[src/rtl/dispatcher.sv]
// Block dispatcher: splits a kernel of thread_count threads into blocks of
// THREADS_PER_BLOCK threads and hands them out to NUM_CORES core schedulers.
// Every output is a flop; a core is handed a new block on the same edge that
// returns it to FREE, so core_start follows the core_reset pulse directly.
module dispatcher #(
  parameter int unsigned NUM_CORES         = 2,
  parameter int unsigned THREADS_PER_BLOCK = 4
) (
  input  logic                   clk,
  input  logic                   reset,
  input  logic                   start,
  input  logic [7:0]             thread_count,
  input  logic [NUM_CORES-1:0]   core_done,
  output logic [NUM_CORES-1:0]   core_start,
  output logic [NUM_CORES-1:0]   core_reset,
  output logic [NUM_CORES*8-1:0] core_block_id_flat,
  output logic [NUM_CORES*8-1:0] core_thread_count_flat,
  output logic                   done
);

  localparam int unsigned LogTpb = $clog2(THREADS_PER_BLOCK);
  localparam logic [8:0]  TpbM1  = 9'(THREADS_PER_BLOCK - 1);
  localparam logic [15:0] Tpb16  = 16'(THREADS_PER_BLOCK);
  localparam logic [7:0]  Tpb8   = 8'(THREADS_PER_BLOCK);

  typedef enum logic [1:0] {
    StIdle,
    StResetCores,
    StRun,
    StDone
  } state_e;

  typedef enum logic [1:0] {
    CoreFree,
    CoreBusy,
    CoreRecycle
  } core_state_e;

  state_e                 state_q, state_d;
  core_state_e            core_state_q [NUM_CORES];
  core_state_e            core_state_d [NUM_CORES];
  logic [7:0]             thread_count_q, thread_count_d;
  logic [8:0]             total_blocks_q, total_blocks_d;
  logic [7:0]             blocks_dispatched_q, blocks_dispatched_d;
  logic [7:0]             blocks_done_q, blocks_done_d;
  logic [NUM_CORES-1:0]   core_start_q, core_start_d;
  logic [NUM_CORES-1:0]   core_reset_q, core_reset_d;
  logic [NUM_CORES*8-1:0] block_id_q, block_id_d;
  logic [NUM_CORES*8-1:0] block_cnt_q, block_cnt_d;
  logic                   done_q, done_d;

  logic [NUM_CORES-1:0]   eligible;
  logic [7:0]             done_inc;
  logic                   assigned;
  logic [15:0]            block_base;
  logic [15:0]            remaining;
  logic [7:0]             blk_cnt;

  // Size of the block about to be dispatched; only the last block can be short.
  assign block_base = 16'(blocks_dispatched_q) * Tpb16;
  assign remaining  = 16'(thread_count_q) - block_base;
  assign blk_cnt    = (remaining >= Tpb16) ? Tpb8 : remaining[7:0];

  // Next-state for the top FSM, per-core FSMs, counters and registered outputs.
  always_comb begin
    state_d             = state_q;
    core_state_d        = core_state_q;
    thread_count_d      = thread_count_q;
    total_blocks_d      = total_blocks_q;
    blocks_dispatched_d = blocks_dispatched_q;
    blocks_done_d       = blocks_done_q;
    core_start_d        = '0;
    core_reset_d        = '0;
    block_id_d          = block_id_q;
    block_cnt_d         = block_cnt_q;
    eligible            = '0;
    done_inc            = '0;
    assigned            = 1'b0;

    unique case (state_q)
      StIdle: begin
        if (start) begin
          thread_count_d      = thread_count;
          total_blocks_d      = ({1'b0, thread_count} + TpbM1) >> LogTpb;
          blocks_dispatched_d = '0;
          blocks_done_d       = '0;
          core_reset_d        = '1;
          for (int unsigned i = 0; i < NUM_CORES; i++) begin
            core_state_d[i] = CoreFree;
          end
          state_d = StResetCores;
        end
      end
      StResetCores: begin
        // All cores come out of the reset pulse FREE, so all may take a block.
        eligible = '1;
        state_d  = StRun;
      end
      StRun: begin
        if (9'(blocks_done_q) == total_blocks_q) begin
          for (int unsigned i = 0; i < NUM_CORES; i++) begin
            core_state_d[i] = CoreFree;
          end
          state_d = StDone;
        end else begin
          for (int unsigned i = 0; i < NUM_CORES; i++) begin
            unique case (core_state_q[i])
              CoreBusy: begin
                if (core_done[i]) begin
                  core_state_d[i] = CoreRecycle;
                  core_reset_d[i] = 1'b1;
                  done_inc        = done_inc + 8'd1;
                end
              end
              CoreRecycle: begin
                core_state_d[i] = CoreFree;
                eligible[i]     = 1'b1;
              end
              CoreFree: begin
                eligible[i] = 1'b1;
              end
              default: begin
                core_state_d[i] = CoreFree;
              end
            endcase
          end
          blocks_done_d = blocks_done_q + done_inc;
        end
      end
      StDone: begin
        if (!start) begin
          state_d = StIdle;
        end
      end
      default: begin
        state_d = StIdle;
      end
    endcase

    // Hand the next block to the lowest-indexed eligible core, one per cycle.
    if (9'(blocks_dispatched_q) < total_blocks_q) begin
      for (int unsigned i = 0; i < NUM_CORES; i++) begin
        if (!assigned && eligible[i]) begin
          assigned                = 1'b1;
          core_state_d[i]         = CoreBusy;
          core_start_d[i]         = 1'b1;
          block_id_d[i*8 +: 8]    = blocks_dispatched_q;
          block_cnt_d[i*8 +: 8]   = blk_cnt;
        end
      end
      if (assigned) begin
        blocks_dispatched_d = blocks_dispatched_q + 8'd1;
      end
    end

    done_d = (state_d == StDone);
  end

  // State and output registers with synchronous reset.
  always_ff @(posedge clk) begin
    if (reset) begin
      state_q <= StIdle;
      for (int unsigned i = 0; i < NUM_CORES; i++) begin
        core_state_q[i] <= CoreFree;
      end
      thread_count_q      <= '0;
      total_blocks_q      <= '0;
      blocks_dispatched_q <= '0;
      blocks_done_q       <= '0;
      core_start_q        <= '0;
      core_reset_q        <= '0;
      block_id_q          <= '0;
      block_cnt_q         <= '0;
      done_q              <= 1'b0;
    end else begin
      state_q             <= state_d;
      core_state_q        <= core_state_d;
      thread_count_q      <= thread_count_d;
      total_blocks_q      <= total_blocks_d;
      blocks_dispatched_q <= blocks_dispatched_d;
      blocks_done_q       <= blocks_done_d;
      core_start_q        <= core_start_d;
      core_reset_q        <= core_reset_d;
      block_id_q          <= block_id_d;
      block_cnt_q         <= block_cnt_d;
      done_q              <= done_d;
    end
  end

  assign core_start             = core_start_q;
  assign core_reset             = core_reset_q;
  assign core_block_id_flat     = block_id_q;
  assign core_thread_count_flat = block_cnt_q;
  assign done                   = done_q;

endmodule

[config.mk]
export PLATFORM = sky130hd
export DESIGN_NAME = dispatcher
export DESIGN_NICKNAME = d
export VERILOG_FILES = /design/src/rtl/dispatcher.sv
export SDC_FILE = /design/constraint.sdc
export NUM_CORES = 1
export LEC_CHECK = 0
export CORE_ASPECT_RATIO = 0.6
export CORE_MARGIN = 1.5
export CORE_UTILIZATION = 49
export DETAILED_ROUTE_END_ITERATION = 8
export GPL_ROUTABILITY_DRIVEN = 1
export PLACE_DENSITY = 0.81
export SLEW_MARGIN = 20
export SYNTH_ARGS = -nofsm -noshare
export SYNTH_HDL_FRONTEND = slang
export SYNTH_SLANG_ARGS = --single-unit
export TNS_END_PERCENT = 5
[constraint.sdc]
create_clock -name clk -period 2.2 [get_ports clk]
set_input_delay 0.44 -clock clk [delete_from_list [all_inputs] [get_ports clk]]
set_output_delay 0.44 -clock clk [all_outputs]
set_load 0.02 [all_outputs]
==> results.json, run 1 <==
{
  "layout.nets": 504,
  "synth_fp_nets": 430,
  "ant_nets": 0,
  "synth_area_sq_um": 3530,
  "synth_commonest_cells": "dfxtp_1, nor2_1, nand2_1",
  "yosysWarnings": 0,
  "slew_viol_final": 0,
  "cpMaxStageDelayCell": "clkdlybuf4s50_1",
  "clock_path_buffers": 2,
  "grt_pass1_wl_um": 13400,
  "multiInputGateArea_sq_um": 1980,
  "ir_drop_uv": 538,
  "antenna_cells": 0,
  "hold_start": "core_thread_count_flat[7]$_SDFFE_PP0P_",
  "clkTransAtPathRegs_ns": 0.06,
  "cp_max_fo": 3,
  "finalCritPeriodShare_pct": 104,
  "drt-pass1-iter-count": 6,
  "dp.cells": 543,
  "ys_types": 52,
  "r2r_setup_slack_ns": -0.08,
  "antenna_found_initial": 0,
  "rsz0062_at_grt": "true",
  "place_hpwl_um": 6110,
  "required_ns": 2.43,
  "cts_sinks": 74,
  "regArea_sq_um": 1490,
  "rows": 23,
  "p_per_area_nw_per_um2": 741,
  "wl_um": 8460,
  "grt_usage_pct": 22.7,
  "cpPeakStageDelay_ns": 0.47,
  "final_cells": 561,
  "timing.hold.ws_ns": 0.464,
  "post-route-min-period_ns": 2.28,
  "vias_per_cell": 5.40,
  "max_slew_margin_pct": 60.8,
  "postLayoutCoreUtil_pct": 68.9,
  "overflow": 0,
  "vias": 3031,
  "drv_cap": 0,
  "power_mw": 3.48,
  "cts_max_level": 3,
  "postLayoutCellArea_sq_um": 4700,
  "yosysTopAreaCellShare_pct": 42.0,
  "drcViolationCount": 3,
  "die_h_um": 68.7,
  "yosysTopAreaCell": "dfxtp_1",
  "reg2reg_depth": 8,
  "io_pins": 50,
  "final-setup-viol-count": 9,
  "grt_max_degree": 31,
  "placed_area_sq_um": 4300,
  "core_area_sq_um": 6820,
  "hold_viol_final": 0,
  "critPathLaunchType": "input pin",
  "ctsHoldBuffers": 0,
  "cp.buffers_inverters": 1,
  "gp_congestion": 0.835,
  "seq_area_frac_synth_pct": 42.0,
  "fmax_mhz": 438,
  "cts_tree": "done",
  "initialDrtViolationCount": 159,
  "clock_skew_ns": 0.00457,
  "die_w_um": 113,
  "nFillCells": 538,
  "failed_checks": "design-rule violations, negative setup slack",
  "areaGrowthSynthToFinish_pct": 33.2,
  "crit_path_end_kind": "register",
  "netlist_instances": 395,
  "path_cells": "clkdlybuf4s50_1 -> and3b_1 -> ha_1 -> mux2_4 -> ha_4 -> fa_2 -> nand4_1 -> xor2_1 -> nor2_1",
  "leakagePower_nw": 1.85,
  "cts_buffers": 9,
  "hp-class": "register to register",
  "die-area_sq_um": 7740,
  "cpLargestDelayFamily": "adder cells",
  "synth_edf_count": 0,
  "crit_arrival_ns": 2.51,
  "ys_ff_latch": 74,
  "synthArstFlopShare_pct": 0,
  "grt_pass1_vias": 2803,
  "root_buffer": "clkbuf_16",
  "r2r-end": "core_thread_count_flat[0]$_SDFFE_PP0P_",
  "status": "finished with violations",
  "worstReg2RegStart": "thread_count_q[2]$_SDFFE_PP0P_",
  "synth.avg_cell_area_sq_um": 8.94,
  "port-buffer-count": 49,
  "hold_depth": 1,
  "ys.flop_type": "dfxtp_1",
  "crit_type": "input pin to register",
  "drive_gt1_share_pct": 15.6,
  "synthTopCellsByArea": "dfxtp_1, ha_1, nor2_1, xor2_1, a21oi_1",
  "start_util_pct": 51.8,
  "synth_most_common_cell": "dfxtp_1",
  "hold_end": "core_thread_count_flat[7]$_SDFFE_PP0P_",
  "wl_per_cell_um": 15.1,
  "clock_latency_ns": 0.34,
  "tightest_slew_ns": 0.585,
  "fin_ws_ns": -0.0843
}
-- final cells by class --
class	count	share of cell area (%)
flip-flops and latches	74	31.6
clock buffers	9	4.79
multi-input cells	283	42.1
well taps	87	2.32
repair buffers	80	15.5
inverters	21	1.68
clock inverters	7	2.00
-- flip-flops by register name, indices dropped and copies added (netlist names) --
signal / count
core_block_id_flat: 16
core_thread_count_flat: 16
blocks_dispatched_q: 8
blocks_done_q: 8
thread_count_q: 8
total_blocks_q: 7
core_state_q: 4
core_reset: 2
core_start: 2
state_q: 2
done: 1
-- metrics by stage --
stage | setup WS [ns] | setup TNS, ns
after detailed placement | -0.503 | -4.05
after global placement | -0.412 | -2.92
after floorplan | -0.0142 | -0.0426
after CTS | -0.169 | -0.628
after global routing | -0.164 | -2.11
final | -0.0843 | -0.426
-- worst max-delay path by stage --
| stage | start | to | slack, ns | depth (start not counted) |
|---|---|---|---|---|
| final | core_done[0] | blocks_done_q[4]$_SDFFE_PP0P_ | -0.08 | 9 |
| after global routing | thread_count_q[2]$_SDFFE_PP0P_ | core_thread_count_flat[0]$_SDFFE_PP0P_ | -0.16 | 8 |
| after CTS | thread_count_q[2]$_SDFFE_PP0P_ | core_thread_count_flat[0]$_SDFFE_PP0P_ | -0.17 | 8 |
| after detailed placement | core_done[0] | blocks_done_q[4]$_SDFFE_PP0P_ | -0.50 | 9 |
| after global placement | core_done[0] | blocks_done_q[4]$_SDFFE_PP0P_ | -0.41 | 9 |
| after floorplan | total_blocks_q[2]$_SDFFE_PP0P_ | core_block_id_flat[13]$_SDFFE_PP0P_ | -0.01 | 10 |
-- per-layer routing --
metal	up-vias	GRT usage (%)	wire length (um)
met1	1431	28.7	4210
met2	68	36.7	3630
met3	12	8.30	502
met4	0	7.44	119
li1	1520	-	-
met5	-	0	0
-- kinds of logic after synthesis --
family                     count (synthesis)  share of synthesized area [%]
AOI/OAI and AO/OA                         80                           14.5
DFF                                       74                           42.0
xor gates and xnor gates                  20                           5.18
muxes                                     12                           3.44
adders and majority gates                 22                           8.22
buffers and inverters                     38                           4.22
and+or+nand+nor                          149                           22.4
-- power by group --
part           internal [mW]  total [mW]  switching, mW  leakage (nW)
Clock                  0.990        1.57          0.577         0.151
Combinational          0.216       0.508          0.292          1.10
Sequential              1.38        1.41         0.0297         0.601
-- cell usage in the layout, fill, tap and decap left out, types with 2 or more instances in the layout --
| cell type | n |
|---|---|
| inv_1 | 19 |
| clkbuf_16 | 9 |
| o21ai_0 | 7 |
| a21o_1 | 3 |
| xnor2_1 | 3 |
| o31ai_1 | 2 |
| a21oi_2 | 2 |
| xor2_1 | 16 |
| buf_4 | 30 |
| clkdlybuf4s50_1 | 48 |
| bufinv_16 | 2 |
| ha_1 | 17 |
| nand3_1 | 7 |
| and2_1 | 7 |
| dfxtp_1 | 71 |
| fa_2 | 2 |
| clkinv_2 | 2 |
| nor2b_1 | 5 |
| o41ai_2 | 2 |
| nor4_4 | 2 |
| nand4_1 | 5 |
| nand2_1 | 32 |
| and3_1 | 4 |
| nor2_1 | 44 |
| a21oi_1 | 25 |
| ha_4 | 3 |
| a31oi_1 | 2 |
| a211oi_1 | 7 |
| o21a_1 | 5 |
| a221oi_1 | 2 |
| nand2b_1 | 11 |
| o211ai_1 | 4 |
| clkinvlp_4 | 2 |
| nand3b_1 | 7 |
| inv_2 | 2 |
| o21ai_1 | 9 |
| dfxtp_2 | 3 |
| nor3b_1 | 11 |
| nor3_1 | 4 |
| mux2i_1 | 11 |
-- what timing repair did --
action / CTS / global route
pin swaps: 11 / 7
endpoints found under the setup margin: 17 / 42
gates resized for setup: 15 / 5
buffers inserted: 0 / 2
Power figures use the tool's default switching activity.
==> run 2: changes to the inputs <==
Settings changed: CORE_ASPECT_RATIO 0.6 to default, HOLD_SLACK_MARGIN from default to 0.06.
==> run 2 against run 1 <==
  * The run ends with negative setup slack left
  * Clock skew increased by 0.0063 ns
  * Via count increased by 1.9%
  * Die area down 0.22%
  * Non-clock buffer count did not move
  * Critical path type is now register to register
  * Largest cell class unchanged
==> results.json, run 2 (synthesis gave the netlist of run 1 again) <==
{
  "p_comb_share_pct": 15.9,
  "antenna_found_initial": 0,
  "leakagePower_nw": 1.84,
  "nFillCells": 525,
  "overflow": 0,
  "power.switching_mw": 0.833,
  "drcViolationCount": 0,
  "hold_viol_final": 0,
  "pwr-share-seq_pct": 42.2,
  "layout.nets": 504,
  "grt_max_degree": 35,
  "die_h_um": 87.9,
  "vias": 3090,
  "status": "finished with violations",
  "final_cell_mix": "dfxtp_1, clkdlybuf4s50_1, nor2_1",
  "wl_um": 8480,
  "die_w_um": 87.9,
  "grt_usage_pct": 23.1,
  "required_ns": 2.46,
  "p_sw_share_pct": 25.0,
  "p_per_area_nw_per_um2": 710,
  "initialDrtViolationCount": 139,
  "fin_ws_ns": -0.149,
  "cts_sinks": 74,
  "cts_tree": "done",
  "placed_area_sq_um": 4320,
  "clock_latency_ns": 0.35,
  "port-buffer-count": 49,
  "cts_buffers": 9,
  "slew_viol_final": 0,
  "drive_gt1_share_pct": 16.2,
  "ir_drop_uv": 414,
  "crit_arrival_ns": 2.61,
  "place_hpwl_um": 6200,
  "critPathLaunchType": "register",
  "cts_max_level": 3,
  "power_frac_clock_pct": 42.0,
  "cp_max_fo": 5,
  "io_pins": 50,
  "p_int_mw": 2.50,
  "wl_per_cell_um": 14.9,
  "final-setup-viol-count": 8,
  "drt-pass1-iter-count": 4,
  "die-area_sq_um": 7720,
  "final_common_cell": "dfxtp_1",
  "clock_path_buffers": 2,
  "drv_cap": 0,
  "areaGrowthSynthToFinish_pct": 33.0,
  "finalCritPeriodShare_pct": 107,
  "gp_congestion": 0.865,
  "postLayoutCellArea_sq_um": 4700,
  "post-route-min-period_ns": 2.35,
  "grt_pass1_vias": 3010,
  "fin_tns_setup_ns": -0.800,
  "antenna_cells": 0,
  "hp-class": "register to register",
  "failed_checks": "negative setup slack",
  "clock_skew_ns": 0.0109,
  "rows": 30,
  "root_buffer": "clkbuf_8",
  "start_util_pct": 51.4,
  "vias_per_cell": 5.42,
  "rsz0062_at_grt": "true",
  "crit_path_end_kind": "register",
  "tightest_slew_ns": 0.586,
  "grt_pass1_wl_um": 13800,
  "core_area_sq_um": 6870,
  "fmax_mhz": 426,
  "ctsHoldBuffers": 0,
  "post-place-ws_ns": -0.472,
  "crit_type": "register to register",
  "clkTransAtPathRegs_ns": 0.08,
  "ant_nets": 0,
  "max_slew_margin_pct": 60.9
}
## run 2: worst max-delay path, stage by stage (launching register included)
cell	delay (ns)
dfxtp_2	0.33
inv_2	0.07
ha_4	0.13
fa_2	0.20
nor2b_1	0.06
o21a_1	0.19
or4_4	0.50
a2111o_1	0.44
buf_6	0.16
o41ai_2	0.19
## run 2: area by class of cell
cell class	count	area (sq um)	area share, %
multi-input combinational	283	2010	42.8
sequential	74	1490	31.6
timing repair buffer	80	734	15.6
clock buffer	11	141	3.01
clock inverter	5	125	2.66
tap	96	120	2.56
inverter	21	78.8	1.68
## run 2: worst paths after layout
path,startpoint,to,slack (ns),cells past startpoint
worst max-delay path,thread_count_q[2]$_SDFFE_PP0P_,core_thread_count_flat[0]$_SDFFE_PP0P_,-0.15,9
worst min-delay path,core_thread_count_flat[6]$_SDFFE_PP0P_,core_thread_count_flat[6]$_SDFFE_PP0P_,0.46,1
worst max register to register,thread_count_q[2]$_SDFFE_PP0P_,core_thread_count_flat[0]$_SDFFE_PP0P_,-0.15,9
worst min register to register,core_thread_count_flat[6]$_SDFFE_PP0P_,core_thread_count_flat[6]$_SDFFE_PP0P_,0.46,1
## run 2: through the flow
step           total power [mW]  instances  hold WS [ns]  util, %
2_1_floorplan              1.75        395         0.436        -
3_3_place_gp               1.90        553         0.442     62.9
3_5_place_dp               1.92        553         0.448     62.9
4_1_cts                    3.32        570         0.464     67.5
5_1_grt                    3.46        570         0.479     68.4
6_report                   3.33        570         0.463     68.4
## run 2: routing by layer
metal | vias to the layer above | GRT usage [%] | wire length [um]
met5 | - | 0 | 0
met4 | 0 | 11.5 | 310
met3 | 30 | 5.18 | 297
met2 | 73 | 41.2 | 4280
li1 | 1521 | - | -
met1 | 1466 | 25.8 | 3590
## run 2: power by group through the flow
stage                     clock network [mW]  logic [mW]  registers [mW]
after floorplan                            0       0.313            1.44
after global placement                     0       0.465            1.43
after detailed placement                   0       0.487            1.44
after CTS                               1.41       0.512            1.41
after global routing                    1.47       0.578            1.41
final                                   1.40       0.530            1.41
## run 2: what timing repair did
item / 4_1_cts / 5_1_grt
gates resized for setup: 13 / 13
cloned: 0 / 0
setup buffers: 1 / 0
pin swaps: 7 / 9
endpoints found under the setup margin: 16 / 39
